<file path="src/rtl/sumador_pkg.sv">
// sumador_pkg: shared widths and tagged result entry for the sumador adder pipe
package sumador_pkg;
  localparam int DATA_W = 4;
  localparam int IDX_W = 4;
  localparam int ENTRY_W = IDX_W + DATA_W;
  typedef struct packed {
    logic [IDX_W-1:0] idx;
    logic [DATA_W-1:0] sum;
  } entry_t;
endpackage

</file>
<file path="src/rtl/sumador_rb_fifo.sv">
// sumador_rb_fifo: show-ahead fifo with count-decoded full/empty and zeroed output when empty
module sumador_rb_fifo #(
  parameter int W = 8,
  parameter int DEPTH = 4
) (
  input  logic         clk,
  input  logic         reset,
  input  logic         push,
  input  logic         pop,
  input  logic [W-1:0] din,
  output logic [W-1:0] dout,
  output logic         full,
  output logic         empty
);
  localparam int AW = $clog2(DEPTH);
  logic [W-1:0] mem [DEPTH];
  logic [AW-1:0] wr_ptr, rd_ptr;
  logic [AW:0] count;
  always_ff @(posedge clk)
    if (push) mem[wr_ptr] <= din;
  always_ff @(posedge clk or negedge reset)
    if (!reset) begin
      wr_ptr <= '0;
      rd_ptr <= '0;
      count <= '0;
    end else begin
      if (push) wr_ptr <= wr_ptr + AW'(1);
      if (pop) rd_ptr <= rd_ptr + AW'(1);
      count <= count + (AW+1)'(push) - (AW+1)'(pop);
    end
  always_comb begin
    full = count == (AW+1)'(DEPTH);
    empty = count == '0;
    dout = empty ? '0 : mem[rd_ptr];
  end
endmodule

</file>
<file path="src/rtl/sumador_result_buffer.sv">
// sumador_result_buffer: buffers tagged adder results for a stalling consumer with acc/drop/seq tracking
module sumador_result_buffer #(
  parameter int DATA_W = sumador_pkg::DATA_W,
  parameter int IDX_W = sumador_pkg::IDX_W,
  parameter int DEPTH = 4,
  parameter int ACC_W = 8,
  parameter int CNT_W = 8
) (
  input  logic              clk,
  input  logic              reset,
  input  logic              in_valid,
  input  logic [IDX_W-1:0]  in_idx,
  input  logic [DATA_W-1:0] in_sum,
  input  logic              out_ready,
  output logic              out_valid,
  output logic [IDX_W-1:0]  out_idx,
  output logic [DATA_W-1:0] out_sum,
  output logic              full,
  output logic              empty,
  output logic [ACC_W-1:0]  acc,
  output logic [CNT_W-1:0]  drop_cnt,
  output logic              seq_err
);
  import sumador_pkg::*;
  localparam int W = IDX_W + DATA_W;
  logic pop, push, drop, first;
  logic [W-1:0] head;
  logic [IDX_W-1:0] last_idx;
  always_comb begin
    out_valid = !empty;
    pop = out_valid && out_ready;
    push = in_valid && (!full || pop);
    drop = in_valid && full && !pop;
    {out_idx, out_sum} = head;
  end
  sumador_rb_fifo #(.W(W), .DEPTH(DEPTH)) u_fifo (
    .clk(clk),
    .reset(reset),
    .push(push),
    .pop(pop),
    .din({in_idx, in_sum}),
    .dout(head),
    .full(full),
    .empty(empty)
  );
  always_ff @(posedge clk or negedge reset)
    if (!reset) begin
      acc <= '0;
      drop_cnt <= '0;
      seq_err <= 1'b0;
      last_idx <= '0;
      first <= 1'b1;
    end else if (push) begin
      acc <= acc + ACC_W'(in_sum);
      seq_err <= seq_err || (!first && in_idx != last_idx + IDX_W'(1));
      last_idx <= in_idx;
      first <= 1'b0;
    end else if (drop && !(&drop_cnt)) begin
      drop_cnt <= drop_cnt + CNT_W'(1);
    end
endmodule

</file>
<file path="config.mk">
export PLATFORM = sky130hd
export DESIGN_NAME = sumador_result_buffer
export DESIGN_NICKNAME = d
export VERILOG_FILES = /design/src/rtl/sumador_pkg.sv /design/src/rtl/sumador_rb_fifo.sv /design/src/rtl/sumador_result_buffer.sv
export SDC_FILE = /design/constraint.sdc
export NUM_CORES = 1
export LEC_CHECK = 0
export CORE_AREA = 10 10 78 86
export CTS_CLUSTER_DIAMETER = 30
export DETAILED_ROUTE_END_ITERATION = 16
export DIE_AREA = 0 0 88 96
export PLACE_DENSITY = 0.93
export REMOVE_ABC_BUFFERS = 1
export SYNTH_ARGS = -nofsm -noshare
export SYNTH_HDL_FRONTEND = slang
export SYNTH_HIERARCHICAL = 1
export SYNTH_SLANG_ARGS = --single-unit
</file>
<file path="constraint.sdc">
create_clock -name clk -period 5.5 [get_ports clk]
set_input_delay 1.65 -clock clk [delete_from_list [all_inputs] [get_ports clk]]
set_output_delay 1.65 -clock clk [all_outputs]
set_load 0.02 [all_outputs]
</file>
==> run summary <==
Run status
• **outcome** finished clean

CTS
• **Resized Gates After CTS** 0
• **TritonCTS clock tree** yes
• **number of buffers added to fix hold violations after cts** 0
• **total clock sinks** 61
• **clock slew at reported path FFs** 0.06 ns
• **Longest Clk Path Bufs** 2
• **number of post-CTS setup repair buffers** 0
• **clk_lat worst skew** 0.33 ns
• **Num CTS Buffers** 9
• **number of H-tree levels** 3
• **CTS root buffer** sky130_fd_sc_hd__clkbuf_8

Global route
• **sum of overflow across all layers after global routing** 0
• **antenna violations before repair** 0
• **via count of the first global-routing pass** 1812
• **global-route total usage across every layer** 13.5%
• **wire length of the first global-routing pass** 8.73 mm
• **pin count of the biggest net entering global routing** 30

STA
• **final setup vio count** 0
• **fin crit period** 3.95 ns
• **final worst clock skew** 0.00500 ns
• **remaining max-slew budget at the tightest pin** 61.9%
• **upper clock frequency limit** 0.253 GHz
• **fin. max-slew vios** 0
• **RSZ-0062 raised after global routing** false
• **pin slew with the least headroom to its limit** 0.572 ns
• **Min Hold Slack** 0.496 ns
• **Final TNS setup** 0 ns
• **final hold vios** 0
• **share of the clock period used by the worst path after layout** 71.9%

Yosys
• **cell area after synthesis** 2800 sq um
• **main flop type after synthesis** sky130_fd_sc_hd__edfxtp_1
• **fraction of synthesis flops using an asynchronous set or reset pin** 47.5%
• **largest area contributor in the synthesized netlist** sky130_fd_sc_hd__edfxtp_1
• **number of synthesized flops with an enable pin** 32
• **flop and latch count out of synthesis** 61
• **Seq/Total Area, Yosys** 60.3%
• **Distinct cells, synth** 40
• **commonest cells in the synthesized netlist** 32 x sky130_fd_sc_hd__edfxtp_1, 28 x sky130_fd_sc_hd__dfrtp_1, 22 x sky130_fd_sc_hd__nand2_1
• **synthesized area per cell** 14.1 sq um
• **area fraction of the dominant cell type after synthesis** 34.3%
• **most frequently used cell type in the post-synthesis netlist** sky130_fd_sc_hd__edfxtp_1
• **leading post-synthesis cells by cell area** sky130_fd_sc_hd__edfxtp_1 34%, sky130_fd_sc_hd__dfrtp_1 25%, sky130_fd_sc_hd__mux4_2 6.4%
• **Cells after Synth** 198
• **Syn. warnings** 6

Worst setup path
• **count of buffer and inverter cells on the critical path** 1
• **critical path class** reg2out
• **crit path launch type** flop
• **maximum fanout along the worst path** 10
• **r2r endpoint** u_fifo/count[2]
• **data required time at the worst endpoint** 3.85 ns
• **delay contributed by the slowest stage of the critical path** 0.70 ns
• **Critical R2R Launch** u_fifo/count[1]
• **slowest cell on the critical path** sky130_fd_sc_hd__dfrtp_1
• **data arrival at the endpoint of the critical path** 2.30 ns
• **Setup crit end kind** output port
• **minimum setup slack among reg-to-reg paths** 2.51 ns
• **critical path cell sequence** mux4_2 > and2_1 > clkdlybuf4s50_1
• **path depth of the worst reg2reg path** 9
• **critical path's top delay family** flip-flops

Power
• **switching pwr** 0.638 mW
• **Clk network pwr share** 17.9%
• **Internal Dissipation** 1.14 mW
• **portion of total power attributed to combinational logic** 41.8%
• **Pwr Density** 524 nW/um^2
• **switching power as a share of total power** 35.8%
• **Static Leakage** 1.36 nW
• **total power after layout** 1.78 mW
• **largest voltage drop on the vdd net** 0.000293 V
• **proportion of power drawn by flip-flops and latches** 40.3%

Floorplan
• **Chip Height** 96 microns
• **starting utilization of the core area** 56.4%
• **FP Rows** 27
• **Top Ports** 40
• **die boundary width** 88 microns
• **area of the die** 8450 sq um
• **placeable core area** 4970 sq um

Run
• **max-cap violation count** 0

Detailed routing
• **Met3 Wirelength** 275 microns
• **post-route ant nets** 0
• **average detailed-routed wire length per instance** 17.0 microns
• **Pre-antenna DRT Iters** 4
• **count of unresolved DRC violations after routing** 0
• **vias after detailed routing** 1673
• **total met2 wirelength after detailed routing** 2.76 mm
• **DRC violation total after the first TritonRoute iteration** 120
• **post-detailed-routing wire length** 5.24 mm
• **vias per cell** 5.43
• **highest metal layer with signal wires** met4
• **M1 wire length** 2.13 mm

Finish
• **synthesis-to-finish area growth** 21.5%
• **final-stage net count** 271
• **Ant. Diodes** 0
• **core occupancy in the finished layout** 68.5%
• **fraction of layout instances using a drive strength above 1** 12.8%

Min path
• **startpoint of the lowest-slack hold path** first
• **Endpoint, Worst Hold** first
• **worst min path class** reg2reg
• **number of cells on the worst hold path** 1

Placed design
• **PortBufs** 39
• **Post-DP HPWL** 3.85 mm
• **RePlAce Congestion** 0.794

[state kept, by name, summed over array words and instances, names as in the netlist]
name and count:
u_fifo/rd_ptr 2, drop_cnt 8, first 1, u_fifo/mem 32, u_fifo/count 3, last_idx 4
acc 8, u_fifo/wr_ptr 2, seq_err 1
[power groups by stage]
| stage | clock (mW) | sequential, mW | combinational [mW] |
|---|---|---|---|
| floorplan | 0 | 0.748 | 0.419 |
| global placement | 0 | 0.721 | 0.720 |
| detailed placement | 0 | 0.727 | 0.750 |
| CTS | 0.326 | 0.720 | 0.756 |
| global route | 0.350 | 0.736 | 0.808 |
| finish | 0.319 | 0.718 | 0.745 |
[worst reg2reg max path: cells and delay by family (launching register included)]
kind	cells	cell delay (ns)
AO/OA/AOI/OAI	1	0.44
flip-flops	1	0.37
AND/OR/NAND/NOR	2	0.60
adder cells (fa/ha/maj)	2	0.68
XOR/XNOR	2	0.36
buffers and inverters	2	0.45
[routing by layer]
| metal | global-route usage [%] | vias to the layer above |
|---|---|---|
| li1 | - | 798 |
| met1 | 15.4 | 834 |
| met2 | 22.3 | 37 |
| met3 | 4.31 | 4 |
| met4 | 7.18 | 0 |
| met5 | 0 | - |
[area by class of cell]
class | count | area (sq um)
flip-flops and latches | 61 | 1690
fillers | 322 | 1560
multi-input cells | 120 | 1040
repair buffers | 40 | 398
clock buffers | 10 | 128
well taps | 58 | 72.6
inverters | 13 | 48.8
clock inverters | 6 | 30.0
[per-stage QoR]
stage	std cells	cell area [sq um]	setup WS, ns
floorplan	194	2770	2.18
global placement	292	3240	1.59
detailed placement	292	3240	1.47
CTS	308	3400	1.49
global route	308	3400	1.40
finish	308	3400	1.55
[worst max-delay path by stage]
stage / from / cells after the start / endpoint / slack (ns)
after floorplan: out_ready / 7 / u_fifo/count[2] / 2.18
after global placement: out_ready / 8 / u_fifo/count[2] / 1.59
after detailed placement: out_ready / 8 / u_fifo/count[2] / 1.47
after CTS: u_fifo/rd_ptr[0] / 3 / out_idx[1] / 1.49
after global routing: u_fifo/rd_ptr[0] / 3 / out_sum[0] / 1.40
final: u_fifo/rd_ptr[0] / 3 / out_idx[1] / 1.55
[cells in the final DEF, fill, tap and decap left out, types with 8 or more instances in the layout]
cell type                          n
sky130_fd_sc_hd__inv_1            12
sky130_fd_sc_hd__clkdlybuf4s50_1  39
sky130_fd_sc_hd__xnor2_1          14
sky130_fd_sc_hd__nand2_1          22
sky130_fd_sc_hd__mux4_2            8
sky130_fd_sc_hd__ha_1             12
sky130_fd_sc_hd__clkbuf_8          9
sky130_fd_sc_hd__and2_1           13
sky130_fd_sc_hd__dfrtp_1          28
sky130_fd_sc_hd__edfxtp_1         32
[kinds of logic after synthesis]
| family | synth area share (%) |
|---|---|
| mux | 7.38 |
| flops | 60.3 |
| simple gates | 12.3 |
| compound gates | 3.98 |
| buf+inv | 2.64 |
| fa+ha+maj | 6.79 |
| xor+xnor | 6.57 |
(Power assumes the default switching activity.)
